**src/rtl/credit_tx_gate.sv**
```systemverilog
// credit_tx_gate: forwards upstream words to a downstream receiver that
// cannot backpressure, spending one credit per word. The receiver returns
// credits with single-cycle pulses on crd_rtn. crd_reinit reloads the
// credit pool to CRD_INIT. crd_ovf_err flags a return that arrived while
// the pool was already full.
//
// Handshake: a word transfers in any cycle where s_valid && s_ready are both
// high on the rising clk edge. s_ready depends only on the registered credit
// count and crd_reinit, never on s_valid. The downstream side is a bare
// strobe: m_valid is high for exactly one cycle per transferred word, and
// m_data is valid in that same cycle.
module credit_tx_gate #(
    parameter int DATA_WIDTH = 32,
    parameter int CRD_WIDTH  = 8,
    parameter int CRD_INIT   = 4
) (
    input  logic                  clk,
    input  logic                  rst_n,
    input  logic                  s_valid,
    output logic                  s_ready,
    input  logic [DATA_WIDTH-1:0] s_data,
    output logic                  m_valid,
    output logic [DATA_WIDTH-1:0] m_data,
    input  logic                  crd_rtn,
    input  logic                  crd_reinit,
    output logic [CRD_WIDTH-1:0]  crd_cnt,
    output logic                  crd_zero,
    output logic                  crd_ovf_err,
    input  logic                  err_clr
);

    localparam logic [CRD_WIDTH-1:0] L_CRD_INIT = CRD_WIDTH'(CRD_INIT);
    localparam logic [CRD_WIDTH-1:0] L_CRD_ONE  = CRD_WIDTH'(1);

    logic [CRD_WIDTH-1:0]  r_crd_cnt;
    logic                  r_m_valid;
    logic [DATA_WIDTH-1:0] r_m_data;
    logic                  r_ovf_err;

    logic                  w_ready;
    logic                  w_send;
    logic                  w_cnt_full;
    logic                  w_ovf_set;
    logic [CRD_WIDTH-1:0]  w_crd_nxt;

    // A word may be taken while credits remain. A reload cycle is held off
    // so that the reload does not race with a spend.
    assign w_ready    = (r_crd_cnt != '0) && !crd_reinit;
    assign w_send     = s_valid && w_ready;
    assign w_cnt_full = (r_crd_cnt == L_CRD_INIT);

    // A return that finds the pool already full is an overflow. A return
    // that arrives together with a send or a reload is not.
    assign w_ovf_set  = crd_rtn && !w_send && !crd_reinit && w_cnt_full;

    // Next credit count. A reload wins over everything else. When a send and
    // a return happen together they cancel out. The count saturates at
    // CRD_INIT on the top end. No send is possible at zero, so the count
    // can never underflow.
    always_comb begin
        w_crd_nxt = r_crd_cnt;
        if (crd_reinit) begin
            w_crd_nxt = L_CRD_INIT;
        end else if (w_send && crd_rtn) begin
            w_crd_nxt = r_crd_cnt;
        end else if (w_send) begin
            w_crd_nxt = r_crd_cnt - L_CRD_ONE;
        end else if (crd_rtn && !w_cnt_full) begin
            w_crd_nxt = r_crd_cnt + L_CRD_ONE;
        end
    end

    // Credit counter register. Reset reloads the full pool.
    always_ff @(posedge clk or negedge rst_n) begin
        if (!rst_n) begin
            r_crd_cnt <= L_CRD_INIT;
        end else begin
            r_crd_cnt <= w_crd_nxt;
        end
    end

    // Downstream strobe. It is high for one cycle after each send.
    always_ff @(posedge clk or negedge rst_n) begin
        if (!rst_n) begin
            r_m_valid <= 1'b0;
        end else begin
            r_m_valid <= w_send;
        end
    end

    // Payload register. It loads only on a send and holds otherwise.
    always_ff @(posedge clk or negedge rst_n) begin
        if (!rst_n) begin
            r_m_data <= '0;
        end else if (w_send) begin
            r_m_data <= s_data;
        end
    end

    // Sticky overflow flag. A new overflow wins over a coincident clear.
    always_ff @(posedge clk or negedge rst_n) begin
        if (!rst_n) begin
            r_ovf_err <= 1'b0;
        end else if (w_ovf_set) begin
            r_ovf_err <= 1'b1;
        end else if (err_clr) begin
            r_ovf_err <= 1'b0;
        end
    end

    assign s_ready     = w_ready;
    assign m_valid     = r_m_valid;
    assign m_data      = r_m_data;
    assign crd_cnt     = r_crd_cnt;
    assign crd_zero    = (r_crd_cnt == '0);
    assign crd_ovf_err = r_ovf_err;

endmodule

```
**config.mk**
```make
export PLATFORM = sky130hd
export DESIGN_NAME = credit_tx_gate
export DESIGN_NICKNAME = d
export VERILOG_FILES = /design/src/rtl/credit_tx_gate.sv
export SDC_FILE = /design/constraint.sdc
export NUM_CORES = 1
export LEC_CHECK = 0
export ABC_AREA = 1
export CORE_MARGIN = 2
export CORE_UTILIZATION = 33
export CTS_CLUSTER_DIAMETER = 80
export DETAILED_ROUTE_END_ITERATION = 8
export GPL_ROUTABILITY_DRIVEN = 0
export GPL_TIMING_DRIVEN = 1
export HOLD_SLACK_MARGIN = 0.06
export PLACE_DENSITY = 0.75
export SLEW_MARGIN = 20
export SYNTH_ARGS = -nofsm -noshare
export SYNTH_HDL_FRONTEND = slang
export SYNTH_SLANG_ARGS = --single-unit
export TNS_END_PERCENT = 100
```
**constraint.sdc**
```tcl
create_clock -name clk -period 3.05 [get_ports clk]
set_input_delay 0.305 -clock clk [delete_from_list [all_inputs] [get_ports clk]]
set_output_delay 0.305 -clock clk [all_outputs]
set_load 0.02 [all_outputs]
```
==> impl_metrics.yaml <==
run_status:
  status: "completed"
synthesis:
  avgSynthCellArea_sq_um: 8.11
  yosys_warnings: 0
  yosysMostFrequentCell: "nand2_1"
  yosys.area.top_type: "dfrtp_1"
  synth.distinct_cells: 27
  ys_async_sr_fraction_pct: 100
  synth_common_cells: "136 x nand2_1, 41 x dfrtp_1, 15 x inv_1"
  yosysTopAreaCellShare_pct: 51.0
  ys_ff_latch: 42
  syn_area_sq_mm: 0.00201
  synth_ff_type: "dfrtp_1"
  synth-edff-count: 0
  seq_area_frac_synth_pct: 52.3
  synth_cells: 248
  syn_nets: 293
  ys_top_cells_by_area: "dfrtp_1 51%, nand2_1 25%, ha_1 3.7%, inv_1 2.8%, buf_2 1.5%"
timing:
  setup_viol: 0
  hold_viol: 0
  rsz0062_at_grt: "no"
  slew_violations: 0
  tightestPinTransition_ns: 0.928
  slew_headroom_pct: 38.1
  fmax_ghz: 0.401
  tns_ns: 0
  post-route-period-util_pct: 81.8
  min_period_ns: 2.50
  skew_ns: 0.0103
routing:
  drt_iter0_drc: 64
  wl_per_cell_microns: 12.1
  vias_per_cell: 4.59
  firstDrtPassIters: 4
  routed_wl_microns: 4930
  vias: 1869
  drtAntennaViolNets: 0
  drc_errors: 0
clock_network:
  cts.sinks: 42
  cts_buffer_depth: 2
  ctsHoldBuffers: 0
  path_clk_slew_ns: 0.09
  clock_latency_ns: 0.29
  cts_buffers: 5
  htreeDepth: 2
  ctsResizeCount: 0
  post_cts_buffers: 0
  root_buffer: "clkbuf_8"
  cts_tree: "yes"
worst_setup_path:
  cp.buffers_inverters: 2
  rrSetupSlack_ns: 0.55
  path_depth: 14
  crit_required_ns: 3.24
  worstSetupStartpointType: "flip-flop"
  crit_path_max_fanout: 23
  path_cells: "inv_1 -> nand2_1 -> nor2_4 -> nand2_4 -> nand3_4 -> inv_2 -> ha_1 -> or2_2 -> nand2_1 -> o21ai_0 -> nand3_1 -> nand2_1 -> nand2_1 -> nand2_1"
  r2r-start: "crd_cnt[2]$_DFFE_PN1P_"
  crit_family: "simple AND/OR/NAND/NOR gates"
  path_class: "flip-flop to flip-flop"
  critPathCaptureType: "flip-flop"
  r2r_cells: 14
  slowest_stage: "dfstp_2"
  cpMostUsedCell: "nand2_1"
  critPathMaxStageDelay_ns: 0.59
  r2r_end: "crd_cnt[7]$_DFFE_PN0P_"
  arrival_ns: 2.69
finish:
  instances_no_fill: 407
  drive_gt1_share_pct: 7.23
  antenna_cells: 0
  synthToLayoutAreaGrowth_pct: 48.2
  postLayoutCellArea_sq_mm: 0.00298
  fin_nets: 376
grt:
  grt_use_total_pct: 14.9
  grt_pass1_wl_microns: 7780
  grt.overflow.total: 0
  antenna_found_initial: 0
  grt_pass1_vias: 1699
  grt_max_degree: 43
power_and_ir_drop:
  p_leak_nw: 1.52
  ir_drop_mv: 0.421
  powerDensity_mw_per_mm2: 861
floorplanning:
  start_util_pct: 34.0
  io_pins: 82
  die_area_sq_mm: 0.00673
  die_h_microns: 82.1
  fp.coreArea_sq_mm: 0.00592
  std_cell_rows: 28
  fp.dieW_microns: 82.1
job:
  max_cap_viol_count: 0
placement:
  numPortBuffers: 81
  dpl.hpwl_microns: 3590
  dp_cells: 399
  dpl-instance-area_sq_mm: 0.00288
min_path:
  min-delay-path-class: "input port to async pin"
==> per-layer routing <==
layer / share of wire [%] / up-vias / global-route usage [%]
met1: 44 / 858 / 17.9
met2: 47 / 79 / 25.8
li1: - / 926 / -
met3: 7.9 / 6 / 4.62
met4: 0.69 / 0 / 3.67
met5: 0 / - / 0
==> cell families (layout without fill, tap and decap cells) <==
family                   count (synthesis)  after routing  share of synthesized area [%]
buffers and inverters                   25            109                           5.41
AO/OA/AOI/OAI                            9              9                           2.49
adder cells (fa/ha/maj)                  7              7                           4.73
XOR/XNOR                                 4              4                           1.74
flip-flops                              42             42                           52.3
AND/OR/NAND/NOR                        161            161                           33.3
==> where the power goes <==
group / switching [mW] / total (mW) / internal (mW)
Sequential: 0.136 / 0.884 / 0.748
Combinational: 0.720 / 1.31 / 0.592
Clock: 0.187 / 0.369 / 0.182
Total: 1.04 / 2.56 / 1.52
==> cell usage in the layout, fill, tap and decap left out, types with 2 or more instances in the layout <==
| master | instances |
|---|---|
| dfrtp_1 | 41 |
| nand4_1 | 4 |
| xor2_1 | 3 |
| clkbuf_8 | 6 |
| nand3_1 | 6 |
| nor2_1 | 6 |
| nor2_2 | 2 |
| ha_1 | 6 |
| inv_2 | 3 |
| clkdlybuf4s50_1 | 80 |
| inv_1 | 15 |
| o21ai_1 | 3 |
| buf_4 | 2 |
| nand2_1 | 136 |
| a21oi_1 | 2 |
| nand2_2 | 2 |
==> stage by stage <==
| step | hold slack (ns) | setup slack (ns) | total power, mW | util (%) |
|---|---|---|---|---|
| final | 0.154 | 0.554 | 2.56 | 50.3 |
| after global routing | 0.238 | 0.340 | 2.76 | 50.3 |
| after CTS | 0.190 | 0.546 | 2.60 | 50.3 |
| after detailed placement | 0.467 | 0.388 | 2.21 | 48.7 |
| after global placement | 0.462 | 0.458 | 2.18 | 48.7 |
| after floorplan | 0.00941 | 0.632 | 1.64 | - |
==> cell type report <==
type,count,area (sq um)
clock buffers,6,82.6
fillers,576,2940
clock inverters,2,12.5
repair buffers,83,821
inverters,18,67.6
flip-flops and latches,42,1050
well taps,75,93.8
multi-input cells,181,850
==> sequential cells by signal, indices dropped and copies added, names as in the netlist <==
name and cells:
m_valid 1, m_data 32, crd_cnt 8, crd_ovf_err 1
==> worst max path at each step <==
stage	start	slack [ns]	to
2_1_floorplan	crd_cnt[2]$_DFFE_PN1P_	0.63	crd_cnt[7]$_DFFE_PN0P_
3_3_place_gp	crd_reinit	0.46	crd_cnt[7]$_DFFE_PN0P_
3_5_place_dp	crd_reinit	0.39	crd_cnt[7]$_DFFE_PN0P_
4_1_cts	crd_cnt[2]$_DFFE_PN1P_	0.55	crd_cnt[7]$_DFFE_PN0P_
5_1_grt	crd_cnt[2]$_DFFE_PN1P_	0.34	crd_cnt[7]$_DFFE_PN0P_
6_report	crd_cnt[2]$_DFFE_PN1P_	0.55	crd_cnt[7]$_DFFE_PN0P_
Power figures use the tool's default switching activity.
